**config.mk**
```make
export PLATFORM = sky130hd
export DESIGN_NAME = time_counter
export DESIGN_NICKNAME = d
export VERILOG_FILES = /design/src/rtl/time_counter.sv
export SDC_FILE = /design/constraint.sdc
export NUM_CORES = 1
export LEC_CHECK = 0
export ABC_AREA = 1
export CAP_MARGIN = 0
export CORE_MARGIN = 4
export CORE_UTILIZATION = 40
export CTS_CLUSTER_SIZE = 25
export DETAILED_ROUTE_END_ITERATION = 10
export PLACE_DENSITY = 0.65
export SKIP_LAST_GASP = 1
export SYNTH_ARGS = -nofsm -noshare
export SYNTH_HDL_FRONTEND = slang
export SYNTH_SLANG_ARGS = --single-unit
```
**constraint.sdc**
```tcl
create_clock -name clk -period 2.07 [get_ports clk]
set_clock_uncertainty 0.05 [all_clocks]
set_input_delay 0.207 -clock clk [delete_from_list [all_inputs] [get_ports clk]]
set_output_delay 0.207 -clock clk [all_outputs]
set_load 0.01 [all_outputs]
```
**src/rtl/time_counter.sv**
```systemverilog
// ---------------------------------------------------------------------------
// time_counter
//
// Wall-clock time keeper with an hour:min:sec counter, a four-mode setting
// state machine (RUN, SET_HOUR, SET_MIN, SET_SEC) and an optional alarm
// comparator.
//
// Optional feature macro: TIME_COUNTER_ALARM_EN
//   defined   -> alarm comparator compiled in, alarm_hit pulses on match
//   undefined -> alarm inputs ignored, alarm_hit is constant 0
//
// Parameters
//   TICKS_PER_SEC  clk cycles per second (>= 2)
//   HOUR_MOD       hour modulus, hours count 0..HOUR_MOD-1 (<= 64)
//
// Ports
//   clk         system clock, rising edge
//   rst_n       synchronous active-low reset
//   mode_btn    one-cycle pulse, advances RUN->SET_HOUR->SET_MIN->SET_SEC->RUN
//   inc_btn     one-cycle pulse, increments the selected field in SET modes
//   alarm_on    alarm enable
//   alarm_hour  alarm hour compare value
//   alarm_min   alarm minute compare value
//   sec/min/hour  registered binary time
//   sel_field   current mode (0 RUN, 1 SET_HOUR, 2 SET_MIN, 3 SET_SEC)
//   sec_tick    one-cycle pulse with each counted second
//   day_wrap    one-cycle pulse when counting rolls over to 00:00:00
//   alarm_hit   one-cycle pulse, coincident with the matching time value
// ---------------------------------------------------------------------------
module time_counter #(
    parameter int TICKS_PER_SEC = 50000000,
    parameter int HOUR_MOD      = 24
) (
    input  logic       clk,
    input  logic       rst_n,
    input  logic       mode_btn,
    input  logic       inc_btn,
    input  logic       alarm_on,
    input  logic [5:0] alarm_hour,
    input  logic [5:0] alarm_min,
    output logic [5:0] sec,
    output logic [5:0] min,
    output logic [5:0] hour,
    output logic [1:0] sel_field,
    output logic       sec_tick,
    output logic       day_wrap,
    output logic       alarm_hit
);

    localparam int            PW         = $clog2(TICKS_PER_SEC);
    localparam logic [PW-1:0] PRESC_LAST = PW'(TICKS_PER_SEC - 1);
    localparam logic [5:0]    HOUR_LAST  = 6'(HOUR_MOD - 1);

    typedef enum logic [1:0] {
        ST_RUN      = 2'd0,
        ST_SET_HOUR = 2'd1,
        ST_SET_MIN  = 2'd2,
        ST_SET_SEC  = 2'd3
    } state_t;

    state_t        state_q, state_d;
    logic [PW-1:0] presc_q, presc_d;
    logic [5:0]    sec_q, sec_d;
    logic [5:0]    min_q, min_d;
    logic [5:0]    hour_q, hour_d;
    logic          sec_tick_q, sec_tick_d;
    logic          day_wrap_q, day_wrap_d;
    logic          alarm_hit_q, alarm_hit_d;
    logic          count_en;

    // A second is counted only while running and the prescaler is terminal.
    // This is evaluated on the current state, so a mode_btn arriving in the
    // same cycle still lets the final increment land.
    assign count_en = (state_q == ST_RUN) && (presc_q == PRESC_LAST);

    always_comb begin
        state_d    = state_q;
        presc_d    = presc_q;
        sec_d      = sec_q;
        min_d      = min_q;
        hour_d     = hour_q;
        sec_tick_d = 1'b0;
        day_wrap_d = 1'b0;

        if (mode_btn) begin
            case (state_q)
                ST_RUN:      state_d = ST_SET_HOUR;
                ST_SET_HOUR: state_d = ST_SET_MIN;
                ST_SET_MIN:  state_d = ST_SET_SEC;
                default:     state_d = ST_RUN;
            endcase
        end

        if (state_q == ST_RUN) begin
            if (count_en) begin
                presc_d    = '0;
                sec_tick_d = 1'b1;
                if (sec_q == 6'd59) begin
                    sec_d = 6'd0;
                    if (min_q == 6'd59) begin
                        min_d = 6'd0;
                        if (hour_q == HOUR_LAST) begin
                            hour_d     = 6'd0;
                            day_wrap_d = 1'b1;
                        end else begin
                            hour_d = hour_q + 6'd1;
                        end
                    end else begin
                        min_d = min_q + 6'd1;
                    end
                end else begin
                    sec_d = sec_q + 6'd1;
                end
            end else begin
                presc_d = presc_q + 1'b1;
            end
            // Leaving RUN: park the prescaler so the next RUN entry starts
            // a full second from zero.
            if (mode_btn) begin
                presc_d = '0;
            end
        end else begin
            presc_d = '0;
            // mode_btn has priority over inc_btn; fields wrap independently.
            if (inc_btn && !mode_btn) begin
                case (state_q)
                    ST_SET_HOUR: hour_d = (hour_q == HOUR_LAST) ? 6'd0 : hour_q + 6'd1;
                    ST_SET_MIN:  min_d  = (min_q  == 6'd59)     ? 6'd0 : min_q  + 6'd1;
                    default:     sec_d  = (sec_q  == 6'd59)     ? 6'd0 : sec_q  + 6'd1;
                endcase
            end
        end
    end

`ifdef TIME_COUNTER_ALARM_EN
    logic alarm_in_range;
    // Out-of-range compare values are rejected explicitly so they can never
    // alias onto a reachable time.
    assign alarm_in_range = ({1'b0, alarm_hour} < 7'(HOUR_MOD)) && (alarm_min <= 6'd59);
    // Compare against the next time so the pulse lines up with the new value.
    assign alarm_hit_d = count_en && alarm_on && alarm_in_range &&
                         (sec_d == 6'd0) && (min_d == alarm_min) && (hour_d == alarm_hour);
`else
    logic unused_alarm;
    assign unused_alarm = ^{alarm_on, alarm_hour, alarm_min};
    assign alarm_hit_d  = 1'b0;
`endif

    always_ff @(posedge clk) begin
        if (!rst_n) begin
            state_q     <= ST_RUN;
            presc_q     <= '0;
            sec_q       <= 6'd0;
            min_q       <= 6'd0;
            hour_q      <= 6'd0;
            sec_tick_q  <= 1'b0;
            day_wrap_q  <= 1'b0;
            alarm_hit_q <= 1'b0;
        end else begin
            state_q     <= state_d;
            presc_q     <= presc_d;
            sec_q       <= sec_d;
            min_q       <= min_d;
            hour_q      <= hour_d;
            sec_tick_q  <= sec_tick_d;
            day_wrap_q  <= day_wrap_d;
            alarm_hit_q <= alarm_hit_d;
        end
    end

    assign sec       = sec_q;
    assign min       = min_q;
    assign hour      = hour_q;
    assign sel_field = state_q;
    assign sec_tick  = sec_tick_q;
    assign day_wrap  = day_wrap_q;
    assign alarm_hit = alarm_hit_q;

endmodule

```
[Yosys cells after proc, flatten, opt, wreduce, memory -nomap -nowiden]
Index checks and enable logic that the tools add are counted.
Storage, ports and cells
  RAM bits: 0
  register bits after elaboration: 48
  bits in read-only memories: 0
  memories: 0
  word-level logic and storage cells: 58
  bits in latches: 0
Cells by class
  $mul: 0
  div/mod/pow operators: 0
  add/sub/neg operators: 4
  reductions and logical operators: 14
  shifts and indexed selects: 0
  eq/ne operators: 10
  mux-type cells: 21
  order comparisons: 0
  bitwise operators: 2
Operators with widths (count)
  6-bit 2-to-1 mux: 18
  26-bit by 1-bit adder with 26-bit output, second input constant: 1
  26-bit == test, second input constant: 1
  6-bit by 1-bit adder with 6-bit output, second input constant: 3
  6-bit == test, second input constant: 2
  5-bit AND reduction: 2
  6-bit by 5-bit == test with 1-bit output, second input constant: 1
  2-bit by 1-bit != test with 1-bit output, second input constant: 3
  2-bit one-hot mux with 3 select lines: 1
  2-bit nonzero test: 3
  4-bit AND reduction: 1
  4-bit OR reduction: 1
  3-bit AND reduction: 1
  2-bit by 1-bit == test with 1-bit output, second input constant: 1
  2-bit == test, second input constant: 1
  1-bit logical AND: 2
  2-bit zero test: 1
  1-bit 2-to-1 mux: 2
  2-bit != test, second input constant: 1
  1-bit NOT: 2
  2-bit AND reduction: 1
  2-bit OR reduction: 1
  1-bit zero test: 1

[Longest topological paths before layout]
  word-level depth: 6
  depth in mapped cells: 11
  mapped depth without buffers: 11

[Least setup slack after synthesis]
No wires, ideal clock.
  kind: reg-to-reg
  start: register state_q[0] (netlist: sel_field[0])
  end: register hour_q[1] (netlist: hour[1])
  period minus slack after synthesis: 1.729 ns
  setup time: 0.116 ns
  stages on the path, launching flop included: 10
  slack: 0.341 ns
  required time: 1.904 ns
  arrival time: 1.564 ns
  cell sequence: dfxtp_1 -> inv_1 -> ha_1 -> inv_2 -> nand2_2 -> o21ai_1 -> nor3_4 -> nand2_4 -> o21ai_0 -> nor2_1
Between the ends
  longest elaborated chain between the ends: 4
  elaborated cells on any way between the ends: 10
RTL lines
  start: declaration: line 61  | state_t state_q, state_d;
  start signal: assignment: line 160  | state_q <= state_d;
  2-bit zero test: line 74, 94
  1-bit logical AND: line 74  | assign count_en = (state_q == ST_RUN) && (presc_q == PRESC_LAST);
  2-bit != test (no source line)
  5-bit AND reduction (no source line)
  end signal: assignment: line 164  | hour_q <= hour_d;
  end: declaration: line 65  | logic [5:0] hour_q, hour_d;
Parallel ways exist; a longest one is shown, timed or not.
A chain may end at the register's enable or synchronous reset.

[Worst setup path in the final report]
Same ends and word-level chain as after synthesis.

==> results.py <==
metrics = {
    "clock_tree": {
        "cts_root_buffer": "clkbuf_8",
        "path_clk_slew_ns": 0.08,
        "ctsResizeCount": 0,
        "postCtsSetupBuffers": 0,
        "cts.sinks": 48,
        "postCtsHoldBufs": 0,
        "clkLatencyLatePin_ns": 0.29,
        "cts_max_level": 2,
        "cts_buffers": 5,
        "cts_tree": "built",
        "cts_buffer_depth": 2,
    },
    "synth": {
        "synth_seq_cells": 48,
        "ys_seq_area_share_pct": 35.2,
        "yosys_warnings": 0,
        "syn_area_per_cell_um2": 6.88,
        "synth_cells": 397,
        "synthesis.nets": 422,
        "synthesis.area_um2": 2730,
        "synth.distinct_cells": 32,
    },
    "critical_path": {
        "critPathLaunchType": "flip-flop",
        "cp_max_fo": 8,
        "crit_required_ns": 2.21,
        "r2r_slack_ns": 0.22,
        "worstPathArrival_ns": 1.99,
        "worst_setup_path_end_kind": "flip-flop",
        "crit_type": "reg2reg",
    },
    "pwr": {
        "ir_drop_v": 0.000381,
        "switchingPower_mw": 0.506,
        "clkPwrFrac_pct": 29.1,
        "power_frac_comb_pct": 16.7,
        "seq_power_share_pct": 54.2,
        "cellPowerDensity_nw_per_um2": 571,
        "p_int_mw": 1.31,
        "swShare_pct": 27.9,
        "p_leak_nw": 1.16,
    },
    "global_routing": {
        "grt_overflow": 0,
        "antenna_found_initial": 0,
        "grt_pass1_wl_um": 10500,
        "first_global_vias": 2392,
        "grt_max_degree": 27,
        "grt.total_usage_pct": 14.9,
    },
    "floorplan": {
        "dieArea_um2": 8210,
        "die_h_um": 90.6,
        "rows": 29,
        "ios": 40,
        "core_um2": 6490,
        "die_w_um": 90.6,
        "initial_core_util_pct": 42.0,
    },
    "drt": {
        "dr.pass1.iters": 4,
        "wl_per_cell_um": 11.9,
        "vias_per_cell": 5.14,
        "drt_wl_total_um": 6040,
        "vias": 2602,
        "antenna_left": 0,
        "initialDrtViolationCount": 146,
        "drc": 0,
    },
    "timing": {
        "fmax_mhz": 541,
        "tns_ns": 0,
        "post-route-min-period_ns": 1.85,
        "final.period_utilization_pct": 89.3,
        "setup_viol": 0,
        "final-max-slew-violation-count": 0,
        "setup_slack_ns": 0.220,
        "finalHoldViolations": 0,
        "rsz0062_at_grt": "false",
    },
    "final_layout": {
        "n_fill_cell": 656,
        "diodes": 0,
        "fin_nets": 454,
        "area_delta_synth_final_pct": 16.4,
        "drive_gt1_share_pct": 9.09,
    },
    "place": {
        "portBuffers": 25,
        "gp_congestion": 0.919,
        "pre_cts_slack_ns": 0.226,
        "place_hpwl_um": 4650,
    },
    "outcome": {
        "status": "finished, final reports clean",
    },
    "worst_hold_path": {
        "hold_class": "reg2reg",
    },
    "job": {
        "maxCapViolCount": 0,
    },
}
[path summary, 6_finish.rpt]
kind | end | depth (start not counted) | startpoint
setup / recovery | hour[1] | 9 | sel_field[0]
hold / removal | presc_q[0] | 1 | presc_q[0]
setup reg to reg | hour[1] | 9 | sel_field[0]
hold reg to reg | presc_q[0] | 1 | presc_q[0]
[layout by cell type, fill, tap and decap left out, types with 2 or more instances in the layout]
| cell type | n |
|---|---|
| a21oi_1 | 24 |
| buf_4 | 7 |
| clkbuf_8 | 5 |
| clkdlybuf4s50_1 | 25 |
| clkinv_1 | 2 |
| dfxtp_1 | 48 |
| ha_1 | 8 |
| inv_1 | 47 |
| inv_2 | 2 |
| nand2_1 | 79 |
| nand2_2 | 4 |
| nand2_4 | 2 |
| nand3_1 | 28 |
| nand3_4 | 2 |
| nand4_1 | 24 |
| nor2_1 | 61 |
| nor2_2 | 4 |
| nor2_4 | 4 |
| nor3_1 | 10 |
| nor3b_1 | 7 |
| o21ai_0 | 9 |
| o21ai_1 | 2 |
| or2_0 | 2 |
| or2_2 | 5 |
| xnor2_1 | 4 |
| xor2_1 | 6 |
[routing by layer]
metal | vias to the layer above | GRT usage [%] | wire [um]
li1 | 1345 | - | -
met3 | 8 | 2.75 | 275
met4 | 0 | 4.08 | 63
met5 | - | 0 | 0
met1 | 1195 | 19.1 | 2820
met2 | 54 | 25.5 | 2870
[synth_stat cells]
library cell | number | area, um2
conb_1 | 1 | 3.75
xnor2_1 | 4 | 35.0
buf_4 | 1 | 7.51
nand3b_1 | 1 | 7.51
nand4_1 | 24 | 150
nand2_2 | 4 | 25.0
clkinv_1 | 2 | 7.51
buf_2 | 4 | 20.0
nand2_4 | 2 | 22.5
nand2_1 | 79 | 297
dfxtp_1 | 48 | 961
o21ai_0 | 9 | 45.0
nor2_1 | 61 | 229
nand4_2 | 1 | 12.5
clkbuf_1 | 2 | 7.51
or2_0 | 2 | 12.5
inv_2 | 2 | 7.51
o21ai_1 | 2 | 10.0
o211a_1 | 1 | 10.0
ha_1 | 8 | 100
a21oi_1 | 24 | 120
nor2_4 | 4 | 45.0
nor2_2 | 4 | 25.0
nor3_1 | 10 | 50.1
buf_8 | 1 | 15.0
nand3_4 | 2 | 35.0
nor3b_1 | 7 | 52.6
inv_1 | 47 | 176
nor3_4 | 1 | 16.3
nand3_1 | 28 | 140
or2_2 | 5 | 31.3
xor2_1 | 6 | 52.6
[through the flow]
step	power (mW)	cell area, um2	cells	util (%)	hold WS, ns
2_1_floorplan	1.20	2730	397	-	0.250
3_3_place_gp	1.30	3100	499	47.7	0.395
3_5_place_dp	1.31	3100	499	47.7	0.406
4_1_cts	1.84	3180	506	48.9	0.428
5_1_grt	1.91	3180	506	48.9	0.465
6_report	1.81	3180	506	48.9	0.429
[flip-flops by register name, indices dropped and copies added (netlist names)]
register,cells
day_wrap,1
hour,6
min,6
presc_q,26
sec,6
sec_tick,1
sel_field,2
[kinds of logic after synthesis]
kind of cell / after synthesis / share of synthesized area (%)
simple gates: 235 / 42.2
buf+inv: 59 / 8.85
flops: 48 / 35.2
compound gates: 36 / 6.78
xor+xnor: 10 / 3.21
fa+ha+maj: 8 / 3.67
other cells: 1 / 0.137
[power groups by stage]
stage | clock [mW] | combinational, mW | sequential [mW]
5_1_grt | 0.581 | 0.336 | 0.990
2_1_floorplan | 0 | 0.191 | 1.01
4_1_cts | 0.548 | 0.305 | 0.984
3_3_place_gp | 0 | 0.299 | 1.00
6_report | 0.528 | 0.302 | 0.984
3_5_place_dp | 0 | 0.304 | 1.01
[critical path, cell delays in order (launching register included)]
cell,delay [ns]
dfxtp_1,0.35
inv_1,0.09
ha_1,0.34
inv_2,0.08
nand2_2,0.08
o21ai_1,0.09
nor3_4,0.31
nand2_4,0.12
o21ai_0,0.17
nor2_1,0.05
[layout make-up]
class / count / area, um2 / share of cell area (%)
multi-input cells: 290 / 1530 / 48.1
flip-flops and latches: 48 / 961 / 30.2
repair buffers: 33 / 323 / 10.2
inverters: 51 / 191 / 6.03
well taps: 77 / 96.3 / 3.03
clock buffers: 6 / 72.6 / 2.28
clock inverters: 1 / 5.00 / 0.158
Note: power is estimated with default switching activity, not from simulation.
